--- src/rtl/izh_pkg.sv ---
// Shared definitions for the Izhikevich neuron array: mode codes, fixed-point
// constants in 2.16 format and the per-mode parameter table.
package izh_pkg;

  typedef enum logic [2:0] {
    MODE_RS  = 3'd0,
    MODE_IB  = 3'd1,
    MODE_CH  = 3'd2,
    MODE_FS  = 3'd3,
    MODE_TC  = 3'd4,
    MODE_RZ  = 3'd5,
    MODE_LTS = 3'd6
  } izh_mode_e;

  // 2.16 constants; wider datapaths sign-extend and shift these left by W-18
  localparam logic signed [17:0] P_TH  = 18'sh0_4CCC;  //  0.3 spike threshold
  localparam logic signed [17:0] C14   = 18'sh1_6666;  //  1.4
  localparam logic signed [17:0] V_RST = 18'sh3_4CCD;  // -0.7
  localparam logic signed [17:0] U_RST = 18'sh3_CCCD;  // -0.2

  localparam logic signed [17:0] C_065 = 18'sh3_599A;  // -0.65
  localparam logic signed [17:0] C_055 = 18'sh3_7333;  // -0.55
  localparam logic signed [17:0] C_050 = 18'sh3_8000;  // -0.50
  localparam logic signed [17:0] D_008 = 18'sh0_147B;  //  0.08
  localparam logic signed [17:0] D_005 = 18'sh0_0CCD;  //  0.05
  localparam logic signed [17:0] D_004 = 18'sh0_0A3D;  //  0.04
  localparam logic signed [17:0] D_002 = 18'sh0_051F;  //  0.02

  typedef struct packed {
    logic [2:0]        a_sh;
    logic [2:0]        b_sh;
    logic signed [17:0] c;
    logic signed [17:0] d;
  } mode_par_t;

  // Mode code to (a_sh, b_sh, c, d); unlisted code 7 behaves as RS
  function automatic mode_par_t mode_par(input logic [2:0] mode);
    mode_par_t p;
    p.a_sh = 3'd6;
    p.b_sh = 3'd2;
    p.c    = C_065;
    p.d    = D_008;
    case (mode)
      MODE_IB:  begin p.c = C_055; p.d = D_004; end
      MODE_CH:  begin p.c = C_050; p.d = D_002; end
      MODE_FS:  begin p.a_sh = 3'd3; p.d = D_002; end
      MODE_TC:  begin p.d = D_005; end
      MODE_RZ:  begin p.a_sh = 3'd3; p.d = D_002; end
      MODE_LTS: begin p.d = D_002; end
      default:  ;
    endcase
    return p;
  endfunction

endpackage

--- src/rtl/izh_update_core.sv ---
// Combinational one-neuron Izhikevich update: squares v, evaluates the v/u
// difference equations, checks the spike threshold and saturates results.
// hold forces the refractory behaviour (v pinned to c, u unchanged, no spike).
module izh_update_core
  import izh_pkg::*;
#(
  parameter int W = 18
) (
  input  logic signed [W-1:0] v,
  input  logic signed [W-1:0] u,
  input  logic signed [W-1:0] i_cur,
  input  logic [2:0]          mode,
  input  logic                hold,
  output logic signed [W-1:0] v_next,
  output logic signed [W-1:0] u_next,
  output logic                spike
);

  localparam int FRAC = W - 2;
  localparam int SW   = W + 4;   // headroom for the six-term v sum

  function automatic logic signed [W-1:0] k2w(input logic signed [17:0] x);
    logic signed [W-1:0] t;
    t = W'(x);
    return t <<< (W - 18);
  endfunction

  function automatic logic signed [SW-1:0] sx(input logic signed [W-1:0] x);
    return {{(SW-W){x[W-1]}}, x};
  endfunction

  function automatic logic signed [W-1:0] sat(input logic signed [SW-1:0] x);
    if (!x[SW-1] && (|x[SW-2:W-1]))
      return {1'b0, {(W-1){1'b1}}};
    else if (x[SW-1] && !(&x[SW-2:W-1]))
      return {1'b1, {(W-1){1'b0}}};
    else
      return x[W-1:0];
  endfunction

  mode_par_t            par;
  logic signed [W-1:0]  c_w, d_w, p_w, c14_w;
  logic signed [2*W-1:0] v_ext, prod;
  logic signed [W-1:0]  vv, vb;
  logic signed [SW-1:0] acc, v_sum, u_diff, u_step, u_sum, u_jump;
  logic                 prod_unused;

  assign par   = mode_par(mode);
  assign c_w   = k2w(par.c);
  assign d_w   = k2w(par.d);
  assign p_w   = k2w(P_TH);
  assign c14_w = k2w(C14);

  // Datapath: square, difference equations, then threshold / hold override
  always_comb begin
    v_ext  = (2*W)'(v);
    prod   = v_ext * v_ext;
    // 4.(2*FRAC) product narrowed to 2.FRAC: sign bit plus bits [2W-4:FRAC]
    vv     = {prod[2*W-1], prod[2*W-4:FRAC]};
    prod_unused = ^{prod[2*W-2:2*W-3], prod[FRAC-1:0]};
    acc    = sx(vv) + sx(v) + sx(v >>> 2) + sx(c14_w >>> 2)
           - sx(u >>> 2) + sx(i_cur >>> 2);
    v_sum  = sx(v) + (acc >>> 2);
    vb     = v >>> par.b_sh;
    u_diff = sx(vb) - sx(u);
    u_step = (u_diff >>> par.a_sh) >>> 4;
    u_sum  = sx(u) + u_step;
    u_jump = sx(u) + sx(d_w);
    v_next = sat(v_sum);
    u_next = sat(u_sum);
    spike  = 1'b0;
    if (hold) begin
      v_next = c_w;
      u_next = u;
    end else if (v > p_w) begin
      v_next = c_w;
      u_next = sat(u_jump);
      spike  = 1'b1;
    end
  end

endmodule

--- src/rtl/izh_neuron_array.sv ---
// Time-multiplexed array of N_NEURONS Izhikevich neurons sharing one
// izh_update_core. A round-robin index visits one neuron per enabled cycle.
// Optional feature macro: IZH_REFRACTORY_EN adds a per-neuron refractory
// counter (REFRAC sweeps) that pins v to c after each spike.
//
// Output events: spike_valid and sweep_done are single-cycle pulses that
// appear the cycle after the update producing them; there is no back-pressure,
// so a consumer must sample them on every cycle. spike_id holds its last
// value while spike_valid is low.
module izh_neuron_array
  import izh_pkg::*;
#(
  parameter  int N_NEURONS = 4,
  parameter  int W         = 18,
  parameter  int REFRAC    = 2,
  localparam int IDW       = $clog2(N_NEURONS)
) (
  input  logic           clk,
  input  logic           rst_n,
  input  logic           ena,
  input  logic           cur_we,
  input  logic [IDW-1:0] cur_addr,
  input  logic [7:0]     cur_data,
  input  logic           cfg_we,
  input  logic [IDW-1:0] cfg_addr,
  input  logic [2:0]     cfg_mode,
  input  logic [IDW-1:0] mon_sel,
  output logic           spike_valid,
  output logic [IDW-1:0] spike_id,
  output logic           sweep_done,
  output logic [7:0]     v_mon
);

  localparam int FRAC = W - 2;
  localparam logic [IDW-1:0]    LAST    = IDW'(N_NEURONS - 1);
  localparam logic signed [W-1:0] V_RST_W = W'(V_RST) <<< (W - 18);
  localparam logic signed [W-1:0] U_RST_W = W'(U_RST) <<< (W - 18);

  if (N_NEURONS < 2 || N_NEURONS > 16) begin : g_bad_n
    $error("izh_neuron_array: N_NEURONS must be 2..16");
  end
  if (W < 18) begin : g_bad_w
    $error("izh_neuron_array: W must be at least 18");
  end
  if (REFRAC < 1 || REFRAC > 15) begin : g_bad_refrac
    $error("izh_neuron_array: REFRAC must be 1..15");
  end

  function automatic logic in_range(input logic [IDW-1:0] a);
    return 32'(a) < N_NEURONS;
  endfunction

  logic signed [W-1:0] v_q    [N_NEURONS];
  logic signed [W-1:0] u_q    [N_NEURONS];
  logic [7:0]          cur_q  [N_NEURONS];
  logic [2:0]          mode_q [N_NEURONS];
  logic [IDW-1:0]      idx;

  logic signed [W-1:0] i_sel, v_nx, u_nx;
  logic                spk, hold;

  // Selected neuron's current: signed 8-bit code scaled to 2.FRAC
  assign i_sel = W'($signed(cur_q[idx])) <<< (FRAC - 6);

  izh_update_core #(.W(W)) u_core (
    .v      (v_q[idx]),
    .u      (u_q[idx]),
    .i_cur  (i_sel),
    .mode   (mode_q[idx]),
    .hold   (hold),
    .v_next (v_nx),
    .u_next (u_nx),
    .spike  (spk)
  );

`ifdef IZH_REFRACTORY_EN
  logic [3:0] rcnt_q [N_NEURONS];

  assign hold = (rcnt_q[idx] != 4'd0);

  // Refractory counters: load on spike, count down on each own update
  always_ff @(posedge clk or negedge rst_n) begin
    if (!rst_n) begin
      for (int k = 0; k < N_NEURONS; k++) rcnt_q[k] <= 4'd0;
    end else if (ena) begin
      if (hold)
        rcnt_q[idx] <= rcnt_q[idx] - 4'd1;
      else if (spk)
        rcnt_q[idx] <= 4'(REFRAC);
    end
  end
`else
  assign hold = 1'b0;
`endif

  // Host writes of current and mode; the update in the same cycle sees old values
  always_ff @(posedge clk or negedge rst_n) begin
    if (!rst_n) begin
      for (int k = 0; k < N_NEURONS; k++) begin
        cur_q[k]  <= 8'd0;
        mode_q[k] <= 3'd0;
      end
    end else begin
      if (cur_we && in_range(cur_addr)) cur_q[cur_addr]  <= cur_data;
      if (cfg_we && in_range(cfg_addr)) mode_q[cfg_addr] <= cfg_mode;
    end
  end

  // Scheduler, neuron state write-back and registered spike/sweep events
  always_ff @(posedge clk or negedge rst_n) begin
    if (!rst_n) begin
      for (int k = 0; k < N_NEURONS; k++) begin
        v_q[k] <= V_RST_W;
        u_q[k] <= U_RST_W;
      end
      idx         <= '0;
      spike_valid <= 1'b0;
      spike_id    <= '0;
      sweep_done  <= 1'b0;
    end else begin
      spike_valid <= 1'b0;
      sweep_done  <= 1'b0;
      if (ena) begin
        v_q[idx]    <= v_nx;
        u_q[idx]    <= u_nx;
        spike_valid <= spk;
        if (spk) spike_id <= idx;
        sweep_done  <= (idx == LAST);
        idx         <= (idx == LAST) ? '0 : idx + 1'b1;
      end
    end
  end

  // Membrane monitor follows mon_sel regardless of ena
  always_ff @(posedge clk or negedge rst_n) begin
    if (!rst_n)
      v_mon <= 8'd0;
    else
      v_mon <= in_range(mon_sel) ? v_q[mon_sel][W-1:W-8] : 8'd0;
  end

endmodule

--- config.mk ---
export PLATFORM = sky130hd
export DESIGN_NAME = izh_neuron_array
export DESIGN_NICKNAME = d
export VERILOG_FILES = /design/src/rtl/izh_pkg.sv /design/src/rtl/izh_update_core.sv /design/src/rtl/izh_neuron_array.sv
export SDC_FILE = /design/constraint.sdc
export NUM_CORES = 1
export LEC_CHECK = 0
export ABC_AREA = 1
export BUFFER_PORTS_ARGS = -buffer_cell sky130_fd_sc_hd__buf_2
export CORE_ASPECT_RATIO = 0.8
export CORE_MARGIN = 2
export CORE_UTILIZATION = 50
export DETAILED_ROUTE_END_ITERATION = 16
export PLACE_DENSITY = 0.66
export SLEW_MARGIN = 20
export SYNTH_ARGS = -nofsm -noshare
export SYNTH_HDL_FRONTEND = slang
export SYNTH_HIERARCHICAL = 1
export SYNTH_SLANG_ARGS = --single-unit
--- constraint.sdc ---
create_clock -name clk -period 13.8 [get_ports clk]
set_input_delay 1.38 -clock clk [delete_from_list [all_inputs] [get_ports clk]]
set_output_delay 1.38 -clock clk [all_outputs]
set_load 0.01 [all_outputs]
== Word-level counts from Yosys, hierarchy flattened ==
Cells that the tools add are included.

* Logic and storage cells: 116
* Bits in read-only memories: 0
* Memory bits (writable): 0
* Bits in latches: 0
* Register bits: 202
* Bits of input ports: 22
* Output and inout port bits: 12
* Memories: 0

* Mux-type cells: 40
* $add $sub $neg: 10
* Reductions and logical operators: 24
* Div/mod/pow operators: 0
* Shift operators: 1
* Multiply operators: 1
* Bitwise operators: 4
* Equality and inequality tests: 7
* Order comparisons: 8

{| class="wikitable"
|+ Operator list
! kind !! number
|-
| $mux W18 || 15
|-
| $bwmux W72 || 2
|-
| $bmux W18 S2 || 3
|-
| $pmux W13 S3 || 1
|-
| $add A18 B18 Y19 || 2
|-
| $demux W18 S2 || 1
|-
| $mul A18 B18 Y36 || 1
|-
| $bwmux W32 || 1
|-
| $pmux W16 S2 || 1
|-
| $mux W8 || 3
|-
| $add A22 B16 Y22 || 1
|-
| $add A22 B16 Y22 const B || 1
|-
| $sshr A19 B3 Y22 || 1
|-
| $sub A22 B16 Y22 || 1
|-
| $add A18 B20 Y21 || 1
|-
| $add A19 B16 Y20 || 1
|-
| $add A18 B14 Y19 || 1
|-
| $sub A16 B18 Y19 || 1
|-
| $gt A18 B16 Y1 const B || 1
|-
| $bmux W8 S2 || 1
|-
| $demux W8 S2 || 1
|-
| $reduce_or A4 Y1 || 4
|-
| $bwmux W12 || 1
|-
| $ge A3 B3 Y1 const B || 4
|-
| 17 further kinds || 45
|}

== Depth between registers and ports, before layout ==
Gate-level depths: netlist of run 1.

* Depth in word-level cells: 18
* Mapped depth: 67

== By module ==
Netlist of run 1, hierarchy kept.

{| class="wikitable"
|+ Modules (own cells, without submodules)
! module !! seq. area each (sq um) !! cells each !! area an instance (sq um) !! instances
|-
| izh_update_core || 0.0 || 2,570 || 18,691.7 || 1
|-
| izh_neuron_array || 5,159.9 || 1,340 || 10,104.7 || 1
|}

== Least setup slack after synthesis of run 1 ==
Ideal clock, no wire load.

* Kind: register to register
* Start point: register idx[0]
* End point: register v_q[59] in the netlist's numbering
* Setup time: 127 ps
* Period minus slack after synthesis: 10,876 ps
* Arrival time: 10,749 ps
* Setup slack: 2,924 ps
* Stages on the path, launching flop included: 61
* Cells stage by stage: dfrtp_1 buf_4 buf_6 buf_4 nand2_1 nand3_1 nand2_1 clkbuf_1 buf_1 nand2_1 inv_1 fa_1 fa_1 inv_1 fa_1 fa_1 inv_1 fa_1 [... 25 more ...] nand2_1 nand3b_1 nand3b_1 nand2_1 ha_1 nand2_1 nor2_1 and3_1 nand3b_1 nand3_1 nand2_1 nand2_1 inv_2 a21oi_4 buf_6 a21oi_1 inv_1 o21ai_0

* Cells in the longest elaborated chain, start to end: 18
* Elaborated cells on any way between the ends: 39
* Those cells by class: add/sub: 6; mul: 1; order compare: 3; eq/ne: 2; mux: 19; bitwise: 1; reduce/logical: 7

{| class="wikitable"
|+ RTL lines
! item !! line !! RTL
|-
| start, declared || izh_neuron_array.sv:57 || <nowiki>logic [IDW-1:0] idx;</nowiki>
|-
| start signal, assigned || izh_neuron_array.sv:129 || <nowiki>idx <= (idx == LAST) ? '0 : idx + 1'b1;</nowiki>
|-
| $not A2 Y3 (not written as such) (*) || - ||
|-
| $bmux W18 S2 || izh_neuron_array.sv:66 || <nowiki>.v (v_q[idx]),</nowiki>
|-
| $mux W18 (not written as such) (2 in a row) || izh_neuron_array.sv:66 ||
|-
| $mul A18 B18 Y36 || izh_update_core.sv:57 || <nowiki>prod = v_ext * v_ext;</nowiki>
|-
| $add A18 B18 Y19 || izh_update_core.sv:61 || <nowiki>acc = sx(vv) + sx(v) + sx(v >>> 2) + sx(c14_w >>> 2)</nowiki>
|-
| $add A19 B16 Y20 || izh_update_core.sv:61 ||
|-
| $add A22 B16 Y22 || izh_update_core.sv:61 ||
|-
| $sub A22 B16 Y22 || izh_update_core.sv:62 || <nowiki>- sx(u >>> 2) + sx(i_cur >>> 2);</nowiki>
|-
| [... 2 more ...] || - ||
|-
| $reduce_and A4 Y1 || izh_update_core.sv:35 || <nowiki>else if (x[SW-1] && !(&x[SW-2:W-1]))</nowiki>
|-
| $logic_not A1 Y1 || izh_update_core.sv:35 ||
|-
| $logic_and A1 B1 Y1 || izh_update_core.sv:35 ||
|-
| $mux W18 || izh_update_core.sv:35 ||
|-
| $mux W18 || izh_update_core.sv:33 || <nowiki>if (!x[SW-1] && (|x[SW-2:W-1]))</nowiki>
|-
| $mux W18 (*) || izh_update_core.sv:75 || <nowiki>end else if (v > p_w) begin</nowiki>
|-
| via v_nx[5] || izh_neuron_array.sv:59 || <nowiki>logic signed [W-1:0] i_sel, v_nx, u_nx;</nowiki>
|-
| $bwmux W72 (*) || izh_neuron_array.sv:124 || <nowiki>v_q[idx] <= v_nx;</nowiki>
|-
| end signal, assigned by index || izh_neuron_array.sv:124 ||
|-
| end, declared || izh_neuron_array.sv:53 || <nowiki>logic signed [W-1:0] v_q [N_NEURONS];</nowiki>
|}

Mark *: on every way through the listed nets, which the timed path passes. The rest lies on a longest branch. The select of a mux whose other input is x is not followed.
A chain may end at the register's enable or synchronous reset.

== Worst setup path in the final report of run 1 ==
* Start point: register idx[0]
* End point: register v_q[43] in the netlist's numbering

The elaborated chain is that of the path after synthesis.

==> metrics.md, run 1 <==
| Metric | Value |
|---|---|
| Gr ovfl total | 0 |
| Rows | 78 |
| Die height | 219 um |
| Sequential area share after synthesis | 17.9% |
| Mapped Area | 0.0288 mm^2 |
| Slowest cell delay on critical path | 0.82 ns |
| Final Cycle Share | 94.1% |
| Yosys top cell area share | 24.7% |
| DR iter-0 viols | 1927 |
| Number of distinct library cells after synthesis | 56 |
| Yosys reg bits | 202 |
| Max-slew headroom | 27.8% |
| Fin. Hold Viols | 0 |
| Final Wtd Congestion | 0.984 |
| I/O pin count | 34 |
| Avg Vias per Cell | 5.13 |
| Setup_tns | 0 ns |
| Post-DP HPWL | 59500 um |
| CP Class | reg -> reg |
| CP endpoint | v_q[43] |
| Post-CTS setup buffer count | 0 |
| DIE WIDTH | 272 um |
| Routed Antenna Nets | 0 |
| CTS tree | done |
| Initial antenna violation count | 0 |
| Vias | 23900 |
| Main area contributors after synthesis | fa_1 (25%), nand2_1 (14%), inv_1 (13%), dfrtp_1 (10%), ha_1 (9.1%) |
| Area Overhead vs Synth | 4.50% |
| Core Footprint | 0.0568 mm^2 |
| Peak Freq | 77.0 MHz |
| Total Routed Length | 75300 um |
| Seq. cell area | 0.00516 mm^2 |
| Reg2reg setup slack | 0.82 ns |
| Post-synth ARST share | 100% |
| Final #Nets | 4472 |
| Fillers | 5639 |
| Initial core utilization | 50.7% |
| All-Layer GR Usage | 26.1% |
| WP data required | 14.19 ns |
| Die area | 0.0595 mm^2 |
| Outcome | complete, no violations |
| Worst Path Arrival | 13.37 ns |
| Worst reg2reg path depth | 48 |
| # DRC | 0 |
| Worst Setup SP | idx[0] |
| Vias in the first global route | 23400 |
| Clk slew on worst S/H paths | 0.07 ns |
| Wirelength per Cell | 16.2 um |
| Clk_lat worst skew | 0.51 ns |
| RR Startpoint | idx[0] |
| WP depth | 48 |
| Max-slew violation count | 0 |
| Slew @ Worst Pin | 1.08 ns |
| Global-route wire length before repair | 124000 um |
| Buf+Inv Stages, Crit Path | 10 |
| Crit start category | flip-flop |
| Clock tree buffer depth | 3 |
| Pin count of the biggest net entering global routing | 80 |
| Root buf cell | clkbuf_16 |
| Max Clock Skew | 0.0242 ns |
| Synth warn | 6 |
| Syn Area/Cell | 7.36 um^2 |
| Cts bufs inserted | 18 |
| Share of cells above drive strength 1 | 6.08% |
| Post-synth EDFFs | 0 |
| Port bufs | 33 |
| Htree depth | 1 |
| RSZ-0062 raised after global routing | no |
| Post-layout minimum cycle time | 12.98 ns |
| Multi-input logic area | 0.0193 mm^2 |
| Cell family contributing the most delay on the critical path | adder cells |
| Worst Hold Class | reg -> reg |
| Synth Flop Type | dfrtp_1 |
| DRT Pass-1 Iters | 6 |
| Crit-path slowest cell | fa_1 |
| Hold-fix buffers, CTS | 0 |
| # clock sinks | 202 |
| Synth area leader | fa_1 |
| Max Cap Violations | 0 |
| Crit. End Element | flip-flop |
| Worst-path fanout max | 54 |
| Cell repeated most along the worst path | nand2_1 |
| Setup-failing EPs final | 0 |
| Diodes inserted | 0 |
| Syn Inst Count | 3910 |
| R2r endpoint | v_q[43] |
-- cells in the final DEF, fill, tap and decap left out, drive strengths merged, types with 38 or more instances in the layout --
master / n
a21oi: 143
buf: 59
dfrtp: 118
dfstp: 84
fa: 356
ha: 210
inv: 979
nand2: 1068
nand3: 224
nand4: 50
nor2: 128
o21ai: 243
xnor2: 38
xor2: 55
-- metal layers --
metal  GRT usage, %  wire [um]
met5              0          0
met4           4.12       1340
met3           2.75       4810
met2           39.8      31900
met1           40.4      37300
-- worst min path at each step --
stage          depth (start not counted)        end      start  slack (ns)
2_1_floorplan                          2  cur_q[10]  cur_q[10]        0.44
3_3_place_gp                           2  cur_q[20]  cur_q[20]        0.46
3_5_place_dp                           2  cur_q[31]  cur_q[31]        0.46
4_1_cts                                2    u_q[71]    u_q[71]        0.47
5_1_grt                                2    u_q[65]    u_q[65]        0.49
6_report                               2  mode_q[8]  mode_q[8]        0.47
-- final cells by class --
type	instances	area share, %
multi-input cells	2624	64.3
repair buffers	60	1.25
inverters	978	12.2
well taps	760	3.16
clock inverters	3	0.0707
flip-flops and latches	202	17.2
clock buffers	28	1.86
-- timing repair --
action,in CTS,in global routing
setup endpoints to repair,0,9
endpoints found under the hold margin,0,0
resized for setup,0,1
-- flip-flops by register name, summed over array words and instances, names as in the netlist --
signal,cells
u_q,72
v_q,72
cur_q,32
mode_q,12
v_mon,8
idx,2
spike_id,2
spike_valid,1
sweep_done,1
-- kinds of logic (layout without fill, tap and decap cells) --
group,count (synthesis),count (layout),share of synthesized area (%)
compound gates,442,442,8.25
xor+xnor,93,93,2.83
fa+ha+maj,566,566,33.9
buf+inv,1098,1069,15.1
flops,202,202,17.9
other cells,1,15,0.0130
simple gates,1508,1508,22.0
-- tightest hold or removal path, delay by kind of cell, from the launching register on --
family	cells	cell delay [ns]
flip-flops	1	0.35
AND/OR/NAND/NOR	2	0.09
-- synth_stat cells, types with 62 or more instances --
| cell type | count |
|---|---|
| inv_1 | 967 |
| ha_1 | 210 |
| nand2_1 | 1052 |
| fa_1 | 356 |
| dfstp_2 | 84 |
| dfrtp_1 | 118 |
| a21oi_1 | 139 |
| buf_2 | 62 |
| nor2_1 | 116 |
| o21ai_1 | 94 |
| o21ai_0 | 148 |
| nand3_1 | 215 |
-- through the flow --
stage               cell area (um^2)  util (%)  std cells  hold slack, ns  worst slack, ns
floorplan                      28800         -       3924           0.442             2.92
global placement               29500      51.9       4624           0.455             1.14
detailed placement             29500      51.9       4624           0.458            0.974
CTS                            30100      53.0       4655           0.475            0.901
global route                   30100      53.0       4655           0.489           0.0652
finish                         30100      53.0       4655           0.472            0.816
Power of run 1 is left out: the tool's default activity adds up to more than one toggle a clock period on the data nets, which glitch-free logic cannot reach.
==> run 2, diff against run 1 <==
RECOVER_POWER = 50   (was default)
==> run 2 against run 1 <==
  * The flow now finishes with violations (max-capacitance violations, max-slew violations)
  * Via count down 0.16%
  * Clock-buffer cell count is the same
  * Wire length fell by 0.18%
  * Die area unchanged
  * Final area fell by 0.17%
  * Register-to-register slack got worse by 0.03 ns
  * Fmax decreased by 0.27%
  * Hold slack hardly changed
  * Flip-flop and latch count is the same
  * Global-route usage stayed put
  * Non-clock buffer count did not move
  * First-iteration DRC count is 1.9% higher
  * Critical path type unchanged
  * Critical endpoint unchanged
==> metrics.md, run 2 (synthesis results as in run 1) <==
| Metric | Value |
|---|---|
| Outcome | complete, but fails checks (was complete, no violations) |
| Failing checks | max-capacitance violations, max-slew violations |
| Routing usage on met2 | 39.8% (unchanged) |
| Post-layout minimum cycle time | 13.02 ns (was 12.98 ns) |
| Worst Hold Class | reg -> reg (unchanged) |
| Slew @ Worst Pin | 4.11 ns (was 1.08 ns) |
| Global-route wire length before repair | 124000 um (unchanged) |
| Worst setup margin | 0.781 ns (was 0.816 ns) |
| Met1 Usage GRT | 40.4% (unchanged) |
| Global routing's busiest layer | met1 (unchanged) |
| Post-CTS setup buffer count | 0 (unchanged) |
| DR iter-0 viols | 1963 (was 1927) |
| Commonest non-fill, non-tap cell in the layout | nand2_1 (unchanged) |
| Vias | 23800 (was 23900) |
| Buf+Inv Stages, Crit Path | 10 (unchanged) |
| Htree depth | 1 (unchanged) |
| Crit-path slowest cell | fa_1 (unchanged) |
| Fin. Hold Viols | 0 (unchanged) |
| Max Cap Violations | 4 (was 0) |
| RSZ-0062 raised after global routing | no (unchanged) |
| CTS tree | done (unchanged) |
| WP data required | 14.19 ns (about the same) |
| Final Wtd Congestion | 0.984 (unchanged) |
| Routed Antenna Nets | 0 (unchanged) |
| DIE WIDTH | 272 um (unchanged) |
| Crit start category | flip-flop (unchanged) |
| Max-slew violation count | 254 (was 0) |
| Peak Freq | 76.8 MHz (was 77.0 MHz) |
| Clk_lat worst skew | 0.51 ns (about the same) |
| Port bufs | 33 (unchanged) |
| # DRC | 0 (unchanged) |
| Max Clock Skew | 0.0237 ns (was 0.0242 ns) |
| Max-slew headroom | -174% (was 27.8%) |
| Final Cycle Share | 94.3% (was 94.1%) |
| Cell repeated most along the worst path | nand2_1 (unchanged) |
| Diodes inserted | 0 (unchanged) |
| Worst Path Arrival | 13.41 ns (was 13.37 ns) |
| Slowest cell delay on critical path | 0.83 ns (was 0.82 ns) |
| Setup-failing EPs final | 0 (unchanged) |
| Initial antenna violation count | 0 (unchanged) |
| Worst-path fanout max | 54 (unchanged) |
| Hold Path Depth | 2 (unchanged) |
| CP Class | reg -> reg (unchanged) |
| Avg Vias per Cell | 5.12 (was 5.13) |
| Total Routed Length | 75200 um (was 75300 um) |
| Core Footprint | 0.0568 mm^2 (unchanged) |
| # clock sinks | 202 (unchanged) |
| Setup_tns | 0 ns (unchanged) |
| Gr ovfl total | 0 (unchanged) |
| Top Registers | u_q (72), v_q (72), cur_q (32) (unchanged) |
| Die area | 0.0595 mm^2 (unchanged) |
| WP depth | 48 (unchanged) |
| Cts bufs inserted | 18 (unchanged) |
| Final #Nets | 4472 (unchanged) |
| GR Layer Usage met3 | 2.75% (unchanged) |
| Rows | 78 (unchanged) |
| Worst Hold Slack | 0.471 ns (was 0.472 ns) |
| DRT Pass-1 Iters | 6 (unchanged) |
| Root buf cell | clkbuf_16 (unchanged) |
| Vias in the first global route | 23400 (unchanged) |
| Post-DP HPWL | 59500 um (unchanged) |
| Pre-CTS worst setup slack | 0.974 ns (unchanged) |
| I/O pin count | 34 (unchanged) |
| Die height | 219 um (unchanged) |
| Area Overhead vs Synth | 4.32% (was 4.50%) |
| Clock tree buffer depth | 3 (unchanged) |
| Share of cells above drive strength 1 | 5.78% (was 6.08%) |
| Worst reg2reg path depth | 48 (unchanged) |
| Fin util | 52.9% (was 53.0%) |
| Pin count of the biggest net entering global routing | 80 (unchanged) |
| Crit. End Element | flip-flop (unchanged) |
| Initial core utilization | 50.7% (unchanged) |
| Cell family contributing the most delay on the critical path | adder cells (unchanged) |
| Most frequent cells in the layout | nand2_1 (1051), inv_1 (966), fa_1 (356), nand3_1 (218), ha_1 (210) (was nand2_1 (1050), inv_1 (966), fa_1 (356), nand3_1 (215), ha_1 (210)) |
| Clk slew on worst S/H paths | 0.07 ns (about the same) |
| All-Layer GR Usage | 26.1% (unchanged) |
| Wirelength per Cell | 16.1 um (was 16.2 um) |
==> run 2: worst reg2reg max path, delay by kind of cell, from the launching register on <==
kind	cells	cell delay, ns
buf+inv	10	1.68
fa+ha+maj	12	5.95
compound gates	4	1.19
simple gates	20	3.21
flops	1	0.43
xor+xnor	2	0.44
==> run 2: through the flow <==
| step | cells | instance area [um^2] |
|---|---|---|
| 2_1_floorplan | 3924 | 28800 |
| 3_3_place_gp | 4624 | 29500 |
| 3_5_place_dp | 4624 | 29500 |
| 4_1_cts | 4655 | 30100 |
| 5_1_grt | 4655 | 30000 |
| 6_report | 4655 | 30000 |
==> run 2: routing by layer <==
layer	up-vias	wire, um
met3	78	4900
met4	0	1260
met1	11400	37100
li1	11700	-
met5	-	0
met2	676	31900
==> run 2: worst paths after layout <==
path | slack [ns] | end | startpoint
worst max-delay path | 0.78 | v_q[43] | idx[0]
worst min-delay path | 0.47 | mode_q[8] | mode_q[8]
worst max register to register | 0.78 | v_q[43] | idx[0]
worst min register to register | 0.47 | mode_q[8] | mode_q[8]
max in group asynchronous | 6.52 | idx[0] | rst_n
min in group asynchronous | 1.75 | u_q[62] | rst_n
==> run 2: final cells by class <==
class	count	area, um^2
flip-flops and latches	202	5160
well taps	760	951
fillers	5646	26800
clock inverters	3	21.3
inverters	978	3670
repair buffers	60	350
clock buffers	28	559
multi-input cells	2624	19300
==> run 2: what timing repair did <==
action                     CTS  global route
gates resized for setup      0             1
hold buffers                 0             0
setup endpoints to repair    0             9
Power of run 2 is left out for the same reason.
